===== src/rtl/mac_lane_array.sv =====
// Multi-lane signed fixed-point dot-product engine: one multiplier stage, one accumulate stage,
// then a Q-format rescale with saturation, returned through a valid/ready handshake.
module mac_lane_array #(
    parameter int DATA_W = 16,
    parameter int FRAC_W = 8,
    parameter int LANES  = 4,
    parameter int LEN_W  = 10
) (
    input  logic                    clk,
    input  logic                    rst,
    input  logic                    clear,
    input  logic                    start,
    input  logic [LEN_W-1:0]        len,
    input  logic                    in_valid,
    output logic                    in_ready,
    input  logic [LANES*DATA_W-1:0] din1,
    input  logic [LANES*DATA_W-1:0] din2,
    output logic                    out_valid,
    input  logic                    out_ready,
    output logic [LANES*DATA_W-1:0] dout,
    output logic [LANES-1:0]        sat_flag,
    output logic                    busy
);
    localparam int ACC_W = 2 * DATA_W + LEN_W;
    localparam int PRD_W = 2 * DATA_W;
    localparam logic signed [ACC_W-1:0] SAT_MAX = {{(ACC_W-DATA_W+1){1'b0}}, {(DATA_W-1){1'b1}}};
    localparam logic signed [ACC_W-1:0] SAT_MIN = {{(ACC_W-DATA_W+1){1'b1}}, {(DATA_W-1){1'b0}}};

    typedef enum logic [1:0] {IDLE, ACC, DRAIN, OUT} state_t;

    state_t                    state_q, state_d;
    logic [LEN_W-1:0]          len_q, len_d;
    logic [LEN_W-1:0]          cnt_q, cnt_d;
    logic                      drain_q, drain_d;
    logic [LANES*DATA_W-1:0]   dout_q, dout_d;
    logic [LANES-1:0]          sat_q, sat_d;
    logic                      vld_p0_q, vld_p0_d;
    logic signed [PRD_W-1:0]   prod_p0_q [LANES];
    logic signed [PRD_W-1:0]   prod_p0_d [LANES];
    logic signed [ACC_W-1:0]   acc_p1_q [LANES];
    logic signed [ACC_W-1:0]   acc_p1_d [LANES];
    logic                      beat;

    // Returns {clipped, value}; the shift floors toward minus infinity.
    function automatic logic [DATA_W:0] rescale(input logic signed [ACC_W-1:0] acc);
        logic signed [ACC_W-1:0] s;
        s = acc >>> FRAC_W;
        if (s > SAT_MAX)
            rescale = {1'b1, SAT_MAX[DATA_W-1:0]};
        else if (s < SAT_MIN)
            rescale = {1'b1, SAT_MIN[DATA_W-1:0]};
        else
            rescale = {1'b0, s[DATA_W-1:0]};
    endfunction

    assign beat      = in_valid && (state_q == ACC);
    assign in_ready  = (state_q == ACC);
    assign out_valid = (state_q == OUT);
    assign busy      = (state_q != IDLE);
    assign dout      = dout_q;
    assign sat_flag  = sat_q;

    always_comb begin
        state_d  = state_q;
        len_d    = len_q;
        cnt_d    = cnt_q;
        drain_d  = drain_q;
        dout_d   = dout_q;
        sat_d    = sat_q;
        vld_p0_d = beat;
        for (int k = 0; k < LANES; k++) begin
            prod_p0_d[k] = PRD_W'($signed(din1[k*DATA_W +: DATA_W]))
                         * PRD_W'($signed(din2[k*DATA_W +: DATA_W]));
            acc_p1_d[k]  = vld_p0_q ? acc_p1_q[k] + ACC_W'(prod_p0_q[k]) : acc_p1_q[k];
        end

        case (state_q)
            IDLE: begin
                if (start) begin
                    len_d   = len;
                    cnt_d   = '0;
                    sat_d   = '0;
                    drain_d = 1'b0;
                    for (int k = 0; k < LANES; k++) acc_p1_d[k] = '0;
                    state_d = (len != '0) ? ACC : DRAIN;
                end
            end
            ACC: begin
                if (beat) begin
                    cnt_d = cnt_q + 1'b1;
                    if (cnt_d == len_q) state_d = DRAIN;
                end
            end
            // First DRAIN cycle lets the last product land in the accumulator; second loads the result.
            DRAIN: begin
                drain_d = 1'b1;
                if (drain_q) begin
                    for (int k = 0; k < LANES; k++)
                        {sat_d[k], dout_d[k*DATA_W +: DATA_W]} = rescale(acc_p1_q[k]);
                    drain_d = 1'b0;
                    state_d = OUT;
                end
            end
            OUT: begin
                if (out_ready) state_d = IDLE;
            end
            default: state_d = IDLE;
        endcase

        if (clear) begin
            state_d  = IDLE;
            len_d    = '0;
            cnt_d    = '0;
            drain_d  = 1'b0;
            dout_d   = '0;
            sat_d    = '0;
            vld_p0_d = 1'b0;
            for (int k = 0; k < LANES; k++) begin
                prod_p0_d[k] = '0;
                acc_p1_d[k]  = '0;
            end
        end
    end

    always_ff @(posedge clk or negedge rst) begin
        if (!rst) begin
            state_q  <= IDLE;
            len_q    <= '0;
            cnt_q    <= '0;
            drain_q  <= 1'b0;
            dout_q   <= '0;
            sat_q    <= '0;
            vld_p0_q <= 1'b0;
        end else begin
            state_q  <= state_d;
            len_q    <= len_d;
            cnt_q    <= cnt_d;
            drain_q  <= drain_d;
            dout_q   <= dout_d;
            sat_q    <= sat_d;
            vld_p0_q <= vld_p0_d;
        end
    end

    // Datapath registers are qualified by vld_p0_q and zeroed on start, so they need no reset.
    always_ff @(posedge clk) begin
        for (int k = 0; k < LANES; k++) begin
            prod_p0_q[k] <= prod_p0_d[k];
            acc_p1_q[k]  <= acc_p1_d[k];
        end
    end
endmodule


===== config.mk =====
export PLATFORM = sky130hd
export DESIGN_NAME = mac_lane_array
export DESIGN_NICKNAME = d
export VERILOG_FILES = /design/src/rtl/mac_lane_array.sv
export SDC_FILE = /design/constraint.sdc
export NUM_CORES = 2
export LEC_CHECK = 0
export ABC_AREA = 1
export CORE_MARGIN = 5
export CORE_UTILIZATION = 30
export DETAILED_ROUTE_END_ITERATION = 7
export MAX_ROUTING_LAYER = met4
export PLACE_DENSITY = 0.53
export SLEW_MARGIN = 40
export SYNTH_ARGS = -nofsm -noshare
export SYNTH_HDL_FRONTEND = slang
export SYNTH_SLANG_ARGS = --single-unit

===== constraint.sdc =====
create_clock -name clk -period 4.45 [get_ports clk]
set_input_delay 0.89 -clock clk [delete_from_list [all_inputs] [get_ports clk]]
set_output_delay 0.89 -clock clk [all_outputs]
set_load 0.05 [all_outputs]

==> qor.log <==
qor: status.status complete, but fails checks
qor: status.violations setup timing
qor: setup_path.worst_ep_required_time 5010 ps
qor: die.die_y 488 um
qor: global_route.antenna_found_initial 1
qor: synth.post_synth_instance_area 0.0685 sq mm
qor: detailed_routing.via_per_inst 4.61
qor: setup_path.element_type_at_the_critical_path_start input port
qor: finish.final_layout_size_suffix_gt1_share 24.5%
qor: finish.area_growth_syn_to_layout 34.6%
qor: clocking.source_to_sink_clock_delay_at_the_later_pin_of_the_worst_skew_pair 670 ps
qor: synth.synth_nets 11500
qor: timing.worst_slew_margin_rel 43.9%
qor: finish.finalNonFillerCells 13900
qor: synth.synth-seq-cells 388
qor: setup_path.worst-r2r-setup-slack 1620 ps
qor: die.core.rowCount 175
qor: setup_path.rr_endpoint acc_p1_q[3][33]
qor: global_route.grt_usage 19.8%
qor: clocking.cts_made_buffers 50
qor: timing.final.setup_skew 30.9 ps
qor: timing.layout_worst_path_cycle_share 121%
qor: finish.register_area 0.00823 sq mm
qor: die.core_region_area 0.227 sq mm
qor: clocking.htreeDepth 2
qor: setup_path.timing.critical_path.buf_inv 9
qor: synth.synth_sequential_area_ratio 12.0%
qor: synth.yosysWarningCount 0
qor: place.dp.cells 13400
qor: setup_path.worstPathArrival 5960 ps
qor: die.die_x_extent 488 um
qor: setup_path.crit_path_top_delay_cell sky130_fd_sc_hd__fa_2
qor: synth.post-synth-top-area-cell sky130_fd_sc_hd__fa_1
qor: clocking.number_of_clock_sinks_seen_by_cts 388
qor: finish.fill_cells 23200
qor: die.die-area 0.238 sq mm
qor: finish.multi_input_area 0.0551 sq mm
qor: detailed_routing.drtPass1Iterations 8
qor: place.detailedPlacementHpwl 183 mm
qor: synth.synth_ff_type sky130_fd_sc_hd__dfxtp_1
qor: place.gp_routability_congestion 0.938
qor: synth.post_synth_most_frequent_cells sky130_fd_sc_hd__nand2_1, sky130_fd_sc_hd__inv_1, sky130_fd_sc_hd__fa_1
qor: timing.worst_slack -952 ps
qor: global_route.grt_first_pass_wirelength 369 mm
qor: die.start_util 30.1%
qor: setup_path.cp_common_cell sky130_fd_sc_hd__inv_2
qor: timing.report.final.slew_viol_count 0
qor: synth.post_synth_main_area_contributors sky130_fd_sc_hd__fa_1, sky130_fd_sc_hd__nand2_1, sky130_fd_sc_hd__inv_1
qor: die.ios 215
qor: hold_path.min-delay-path-class input port to async pin
qor: detailed_routing.drtAntennaViolNets 0
qor: detailed_routing.drt_drc_violations_left 0
qor: setup_path.critical_path.reg2reg.startpoint prod_p0_q[3][31]
qor: detailed_routing.wl_per_cell 16.5 um
qor: finish.final_nets 12500
qor: global_route.gr-total-overflow 0
qor: timing.max_slew.worst_pin.slew 841 ps
qor: timing.maxClockFrequency 185 MHz
qor: job.cap_viol_max_count 0
qor: clocking.tritoncts built
qor: timing.timing.setup.tns -67250 ps
qor: global_route.first_global_vias 68000
qor: timing.final_setup_viols 98
qor: synth.ys_types 52
qor: clocking.ctsHoldBuffers 0
qor: synth.async_flop_share 23.7%
qor: synth.synth.avg_cell_area 7.01 sq um
qor: setup_path.crit_path_max_fanout 4
qor: setup_path.path_delay_family adder cells
qor: timing.rsz0062_at_grt true
qor: setup_path.crit_path_max_incr_delay 580 ps
qor: synth.synthMostInstantiatedCell sky130_fd_sc_hd__nand2_1
qor: detailed_routing.detail_route.iter0.violations 3557
qor: clocking.clk_transition_reported_paths 60 ps
qor: clocking.cts_root_buffer sky130_fd_sc_hd__clkbuf_16
qor: synth.synth-edff-count 0
qor: timing.post-route-min-period 5400 ps
qor: timing.timing.final.hold_violations 0
qor: synth.syn_inst 9760
qor: detailed_routing.via_count 63900
qor: place.number_of_port_buffers 214
qor: setup_path.timing.setup.critical_path_class input port to flop
qor: synth.synthDominantCellAreaShare 30.8%
qor: setup_path.worstRegToRegCells 11
qor: global_route.grt_max_degree 151
qor: setup_path.critPathCaptureType flop
qor: clocking.largest_buffer_count_on_any_clock_path 3
qor: detailed_routing.wirelength 228 mm
## routing by layer
| layer | global-route usage (%) | wire length (um) | up-vias | share of wire [%] |
|---|---|---|---|---|
| li1 | - | - | 31200 | - |
| met1 | 25.8 | 103000 | 31100 | 45 |
| met2 | 33.8 | 110000 | 1376 | 48 |
| met3 | 1.36 | 8660 | 314 | 3.8 |
| met4 | 4.76 | 5910 | 0 | 2.6 |
| met5 | - | 0 | - | 0 |
## timing repair
action	in CTS	in global routing
gates resized for setup	1807	319
endpoints found under the hold margin	0	0
pin swaps	754	392
gates cloned	41	1
buffers inserted	316	49
endpoints found under the setup margin	102	102
## registers in the layout (all words and copies together) (netlist names)
name and count:
acc_p1_q 168, prod_p0_q 128, dout 64, cnt_q 10, len_q 10, sat_flag 4, state_q 2, drain_q 1
vld_p0_q 1
## cells in the final DEF (no fill, tap or decap), types with 117 or more instances in the layout
cell / Yosys / layout
sky130_fd_sc_hd__nand2_1: 2489 / 2219
sky130_fd_sc_hd__inv_1: 2473 / 2199
sky130_fd_sc_hd__fa_1: 1052 / 935
sky130_fd_sc_hd__buf_4: 0 / 691
sky130_fd_sc_hd__nor2_1: 727 / 618
sky130_fd_sc_hd__ha_1: 497 / 386
sky130_fd_sc_hd__a21oi_1: 478 / 330
sky130_fd_sc_hd__nand3_1: 371 / 323
sky130_fd_sc_hd__buf_6: 3 / 297
sky130_fd_sc_hd__dfxtp_1: 296 / 296
sky130_fd_sc_hd__inv_2: 14 / 270
sky130_fd_sc_hd__o21ai_0: 297 / 198
sky130_fd_sc_hd__nand2_2: 25 / 183
sky130_fd_sc_hd__buf_12: 0 / 119
sky130_fd_sc_hd__fa_2: 0 / 117
## cell type report
type / instances / area share (%)
inverter: 2488 / 10.2
timing repair buffer: 1333 / 15.1
antenna: 3 / 0.00815
clock buffer: 69 / 1.55
tap: 3009 / 4.09
multi-input combinational: 6551 / 59.8
sequential: 388 / 8.93
clock inverter: 24 / 0.280
## stage by stage
step / worst slack [ps] / instance area [sq um] / hold slack [ps] / util, %
finish: -952 / 92100 / 236 / 40.5
global route: -1090 / 92100 / 245 / 40.5
CTS: -899 / 90900 / 206 / 40.0
detailed placement: -2120 / 81600 / 470 / 35.9
global placement: -2120 / 81600 / 466 / 35.9
floorplan: -1210 / 72100 / 453 / -
## worst register-to-register path, cell delays in order, from the launching register on
cell,delay [ps]
sky130_fd_sc_hd__dfxtp_1,840
sky130_fd_sc_hd__ha_1,430
sky130_fd_sc_hd__nand2_1,180
sky130_fd_sc_hd__inv_1,60
sky130_fd_sc_hd__a21oi_1,240
sky130_fd_sc_hd__nand2_1,120
sky130_fd_sc_hd__a21oi_1,200
sky130_fd_sc_hd__nand3_1,270
sky130_fd_sc_hd__nand2_1,130
sky130_fd_sc_hd__nand2_1,50
sky130_fd_sc_hd__o21ai_0,160
sky130_fd_sc_hd__inv_1,50
## worst max path at each step
stage,slack [ps],startpoint,cells past startpoint,endpoint
after detailed placement,-2120,din2[2],23,prod_p0_q[0][25]
after floorplan,-1210,din2[3],24,prod_p0_q[0][27]
after global routing,-1090,din2[6],28,prod_p0_q[0][27]
after global placement,-2120,din2[15],22,prod_p0_q[0][25]
after CTS,-900,din2[15],22,prod_p0_q[0][22]
final,-950,din2[38],26,prod_p0_q[2][31]
## cell families (layout without fill, tap and decap cells)
| family | count (synthesis) | in the layout | synth area share (%) |
|---|---|---|---|
| AO/OA/AOI/OAI | 1038 | 1038 | 8.42 |
| XOR/XNOR | 96 | 96 | 1.23 |
| adder cells (fa/ha/maj) | 1549 | 1549 | 39.9 |
| buffers and inverters | 2821 | 3914 | 15.5 |
| flip-flops | 388 | 388 | 12.0 |
| other | 0 | 3 | 0 |
| AND/OR/NAND/NOR | 3868 | 3868 | 22.9 |
Power is left out: the tool's default activity adds up to more than one toggle a clock period on the data nets, which glitch-free logic cannot reach.
